===== src/rtl/pulse_gen_if.sv =====
// Trigger/control inputs and shaped outputs of the pulse generator.
interface pulse_gen_if #(
  parameter int unsigned WIDTH = 1,
  parameter int unsigned CNT_W = 8
);
  logic [WIDTH-1:0] trig;
  logic [1:0]       mode;
  logic [CNT_W-1:0] len;
  logic             clr;
  logic [WIDTH-1:0] Y;
  logic [WIDTH-1:0] busy;
  logic [WIDTH-1:0] done;

  modport master (output trig, mode, len, clr, input Y, busy, done);
  modport slave  (input trig, mode, len, clr, output Y, busy, done);
endinterface


===== src/rtl/pulse_gen.sv =====
// Multi-channel pulse generator: per channel, turns trigger pulses into a
// programmable-width one-shot (non-retriggerable or retriggerable) or a
// toggle level. Mode, length and clear are shared by all channels.
module pulse_gen #(
  parameter int unsigned WIDTH = 1,
  parameter int unsigned CNT_W = 8
) (
  input logic         clk,
  input logic         rstn,
  pulse_gen_if.slave  bus
);

  typedef enum logic {
    IDLE = 1'b0,
    HIGH = 1'b1
  } state_t;

  state_t           state_q [WIDTH];
  state_t           state_d [WIDTH];
  logic [CNT_W-1:0] cnt_q   [WIDTH];
  logic [CNT_W-1:0] cnt_d   [WIDTH];
  logic [WIDTH-1:0] y_q, y_d;
  logic [WIDTH-1:0] busy_q, busy_d;
  logic [WIDTH-1:0] done_q, done_d;
  logic [1:0]       mode_q;

  logic             mode_chg;
  logic             toggle_mode;
  logic             retrig_mode;
  logic [CNT_W-1:0] len_eff;

  assign mode_chg    = (bus.mode != mode_q);
  assign toggle_mode = (mode_q == 2'b00);
  assign retrig_mode = (mode_q == 2'b10);
  // A length of 0 is stretched to a single cycle.
  assign len_eff     = (bus.len == '0) ? {{(CNT_W-1){1'b0}}, 1'b1} : bus.len;

  // Per-channel next state: clr, then mode change, then trig, then count.
  always_comb begin
    for (int unsigned i = 0; i < WIDTH; i++) begin
      state_d[i] = state_q[i];
      cnt_d[i]   = cnt_q[i];
      y_d[i]     = y_q[i];
      busy_d[i]  = busy_q[i];
      done_d[i]  = 1'b0;

      if (bus.clr || mode_chg) begin
        state_d[i] = IDLE;
        cnt_d[i]   = '0;
        y_d[i]     = 1'b0;
        busy_d[i]  = 1'b0;
      end else if (toggle_mode) begin
        state_d[i] = IDLE;
        busy_d[i]  = 1'b0;
        if (bus.trig[i]) begin
          y_d[i] = ~y_q[i];
        end
      end else begin
        unique case (state_q[i])
          IDLE: begin
            if (bus.trig[i]) begin
              state_d[i] = HIGH;
              cnt_d[i]   = len_eff;
              y_d[i]     = 1'b1;
              busy_d[i]  = 1'b1;
            end
          end
          HIGH: begin
            if (retrig_mode && bus.trig[i]) begin
              cnt_d[i] = len_eff;
            end else if (cnt_q[i] <= {{(CNT_W-1){1'b0}}, 1'b1}) begin
              state_d[i] = IDLE;
              cnt_d[i]   = '0;
              y_d[i]     = 1'b0;
              busy_d[i]  = 1'b0;
              done_d[i]  = 1'b1;
            end else begin
              cnt_d[i] = cnt_q[i] - 1'b1;
            end
          end
          default: begin
            state_d[i] = IDLE;
          end
        endcase
      end
    end
  end

  // State, counters, outputs and the shared mode register.
  always_ff @(posedge clk or negedge rstn) begin
    if (!rstn) begin
      for (int unsigned i = 0; i < WIDTH; i++) begin
        state_q[i] <= IDLE;
        cnt_q[i]   <= '0;
      end
      y_q    <= '0;
      busy_q <= '0;
      done_q <= '0;
      mode_q <= 2'b01;
    end else begin
      state_q <= state_d;
      cnt_q   <= cnt_d;
      y_q     <= y_d;
      busy_q  <= busy_d;
      done_q  <= done_d;
      mode_q  <= bus.mode;
    end
  end

  assign bus.Y    = y_q;
  assign bus.busy = busy_q;
  assign bus.done = done_q;

endmodule

===== src/flat_wrapper.sv =====
// flat-port wrapper written by rule: the top's interface ports become plain ports
module pulse_gen_flat 
#(
  parameter int unsigned WIDTH = 1,
  parameter int unsigned CNT_W = 8
)
  (clk, rstn, bus_trig, bus_mode, bus_len, bus_clr, bus_Y, bus_busy, bus_done);
  pulse_gen_if #(.WIDTH(WIDTH), .CNT_W(CNT_W)) bus_i ();
  input logic clk;
  input logic rstn;
  input wire logic [$bits(bus_i.trig)-1:0] bus_trig;
  input wire logic [$bits(bus_i.mode)-1:0] bus_mode;
  input wire logic [$bits(bus_i.len)-1:0] bus_len;
  input wire logic [$bits(bus_i.clr)-1:0] bus_clr;
  output wire logic [$bits(bus_i.Y)-1:0] bus_Y;
  output wire logic [$bits(bus_i.busy)-1:0] bus_busy;
  output wire logic [$bits(bus_i.done)-1:0] bus_done;
  assign bus_i.trig = bus_trig;
  assign bus_i.mode = bus_mode;
  assign bus_i.len = bus_len;
  assign bus_i.clr = bus_clr;
  assign bus_Y = bus_i.Y;
  assign bus_busy = bus_i.busy;
  assign bus_done = bus_i.done;
  pulse_gen #(.WIDTH(WIDTH), .CNT_W(CNT_W)) u_core (.clk(clk), .rstn(rstn), .bus(bus_i));
endmodule

===== config.mk =====
export PLATFORM = sky130hd
export DESIGN_NAME = pulse_gen_flat
export DESIGN_NICKNAME = d
export VERILOG_FILES = /design/src/rtl/pulse_gen_if.sv /design/src/rtl/pulse_gen.sv /design/src/flat_wrapper.sv
export SDC_FILE = /design/constraint.sdc
export NUM_CORES = 1
export LEC_CHECK = 0
export ABC_AREA = 1
export CORE_AREA = 2 2 47 66
export CTS_CLUSTER_SIZE = 30
export DETAILED_ROUTE_END_ITERATION = 7
export DIE_AREA = 0 0 49 68
export PLACE_DENSITY = 0.6
export SYNTH_ARGS = -nofsm -noshare
export SYNTH_HDL_FRONTEND = slang
export SYNTH_SLANG_ARGS = --single-unit
export TNS_END_PERCENT = 100

===== constraint.sdc =====
create_clock -name clk -period 1.63 [get_ports clk]
set_input_delay 0.2445 -clock clk [delete_from_list [all_inputs] [get_ports clk]]
set_output_delay 0.2445 -clock clk [all_outputs]
set_load 0.01 [all_outputs]

==> flow_summary.ini <==
[synthesis]
synth_nets = 173
ys_seq_elements = 14
seq_area_frac_synth_pct = 33.57
syn_area_sq_um = 1047
syn_inst = 157
yosysWarnings = 0
synth_area_per_cell_sq_um = 6.670
synth_cell_types = 22

[finish]
n_antenna_cell = 0
syn_to_final_growth_pct = 26.40
layout-drive-gt1-share_pct = 18.99
layout_common_cells = nand2_1 (63), inv_1 (18), clkdlybuf4s50_1 (16), nor2_1 (13), dfrtp_1 (13)
final_common_cell = nand2_1
fillers = 290
fin_nets = 196

[power_and_ir_drop]
leakagePower_nw = 0.7091
irDropWorstVdd_mv = 0.4782
power_density_nw_per_um2 = 689.1

[setup_path]
arrival_ns = 1.57
worstSetupStartpointType = flip-flop
path_class = flip-flop to flip-flop
cp-end-kind = flip-flop
cp.required_ns = 1.76
crit_fanout = 8

[clock_tree]
clk_latency_ns = 0.24
clockBufferDepth = 2
cts_hold_buf = 0
cts_tree = yes
cts_buffers = 3
ctsRootBufferMaster = clkbuf_8
post_cts_buffers = 0
cts.sinks = 14
clkTransAtPathRegs_ns = 0.06
cts-htree-levels = 1
cts-resized-gates = 0

[route]
vias = 988
drtPass1Iterations = 4
drcViolationCount = 0
drtAntennaViolNets = 0
avgRoutedWirePerCell_um = 10.63
viasPerCell = 4.574
drtIter0Drc = 13
routed_wirelength_um = 2296

[timing]
grt_setup_unrepaired = no
tightest_slew_ns = 0.2442
min_period_ns = 1.447
final_max_slew_viol_count = 0
skew_ns = 0.005204
hold_viol = 0
finalSetupViolCount = 0
relSlewSlack_pct = 83.72
fin_crit_sh_pct = 88.79
maxClockFrequency_ghz = 0.6910
hold_ws_ns = 0.3100
fin_ws_ns = 0.1827
finalSetupTns_ns = 0

[placed_design]
place.gp.congestion = 0.7775
dp_hpwl_um = 1958
portBuffers = 16
place_ws_ns = 0.03092

[global_routing]
grt_usage_pct = 15.69
gr-total-overflow = 0
grt_pass1_wl_um = 4050
antenna_found_initial = 0
grt_pass1_vias = 1011
grt_max_degree = 15

[floorplan]
die_width_um = 49
io_pins = 17
die_h_um = 68
initial_utilization_pct = 37.52
row_count = 23
die_area_sq_um = 3332
coreArea_sq_um = 2791

[worst_hold_path]
hp-class = input pin to async pin

[outcome]
outcome = finished clean

[job]
cap_violations = 0
[sequential cells by signal (all words and copies together) (netlist names)]
name,flops
u_core.bus.Y,1
u_core.bus.busy,1
u_core.bus.done,1
u_core.cnt_q,8
u_core.mode_q,2
u_core.state_q,1
[worst max-delay path, cell delays in order, from the launching register on]
cell and delay (ns):
dfstp_2 0.53, inv_2 0.05, nand3_1 0.16, nand2_4 0.13
inv_1 0.15, nand2_1 0.13, nand4_1 0.12, nand2_1 0.06
[report_power, final]
group,switching (W),internal [W],leakage (nW)
logic,0.000118,0.0000882,0.493
registers,0.0000129,0.000361,0.187
clock network,0.000118,0.000214,0.0288
[kinds of logic (layout without fill, tap and decap cells)]
group,Yosys count,in the layout,share of synthesized area [%]
simple gates,113,113,52.57
buf+inv,22,44,7.884
flops,14,14,33.57
compound gates,6,6,3.585
fa+ha+maj,2,2,2.389
[per-stage QoR]
step | util [%] | power, W | instance area (sq um) | std cells
global route | 47.42 | 0.0009629 | 1324 | 216
finish | 47.42 | 0.0009122 | 1324 | 216
detailed placement | 45.45 | 0.0005881 | 1269 | 212
global placement | 45.45 | 0.0005859 | 1269 | 212
floorplan | - | 0.0005082 | 1047 | 157
CTS | 47.42 | 0.0009262 | 1324 | 216
[cell usage after synthesis]
| master | instances | share of area, % |
|---|---|---|
| nor2_4 | 4 | 4.3 |
| nand2_1 | 63 | 23 |
| nand4_1 | 2 | 1.2 |
| o21ai_0 | 2 | 0.96 |
| nand2_2 | 10 | 6.0 |
| dfrtp_1 | 13 | 31 |
| nand2_4 | 1 | 1.1 |
| dfstp_2 | 1 | 2.5 |
| nand3b_1 | 1 | 0.72 |
| ha_1 | 2 | 2.4 |
| nor2_8 | 1 | 1.9 |
| inv_2 | 4 | 1.4 |
| nand3b_2 | 1 | 1.1 |
| o21ai_2 | 2 | 1.7 |
| o21ai_1 | 2 | 0.96 |
| nor3_1 | 2 | 0.96 |
| and2_0 | 1 | 0.60 |
| inv_1 | 18 | 6.5 |
| nor2_2 | 3 | 1.8 |
| nand3_2 | 1 | 0.96 |
| nor2_1 | 13 | 4.7 |
| nand3_1 | 10 | 4.8 |
[metal layers]
metal | wire length [um] | global-route usage, %
met1 | 927 | 16.08
met2 | 1272 | 31.16
met3 | 59 | 2.183
met4 | 37 | 7.857
met5 | 0 | 0
[cell type report]
cell class              instances  area (sq um)  area share, %
well taps                      37         46.29          3.497
inverters                      22         82.58          6.238
repair buffers                 18         175.2          13.23
flip-flops and latches         14         351.6          26.56
multi-input cells             121         613.1          46.31
clock buffers                   4         55.05          4.159
[final timing paths]
| kind | cells after the start | slack, ns | from | end |
|---|---|---|---|---|
| worst max-delay path | 7 | 0.18 | u_core.mode_q[0] | u_core.cnt_q[0] |
| worst min-delay path | 2 | 0.31 | rstn | u_core.state_q |
| worst max register to register | 7 | 0.18 | u_core.mode_q[0] | u_core.cnt_q[0] |
| worst min register to register | 2 | 0.48 | u_core.bus.busy | u_core.bus.busy |
| max in group asynchronous | 2 | 1.07 | rstn | u_core.mode_q[0] |
| min in group clk | 1 | 0.47 | bus_mode[0] | u_core.mode_q[0] |
No activity file was read; power rests on OpenSTA's default activity.
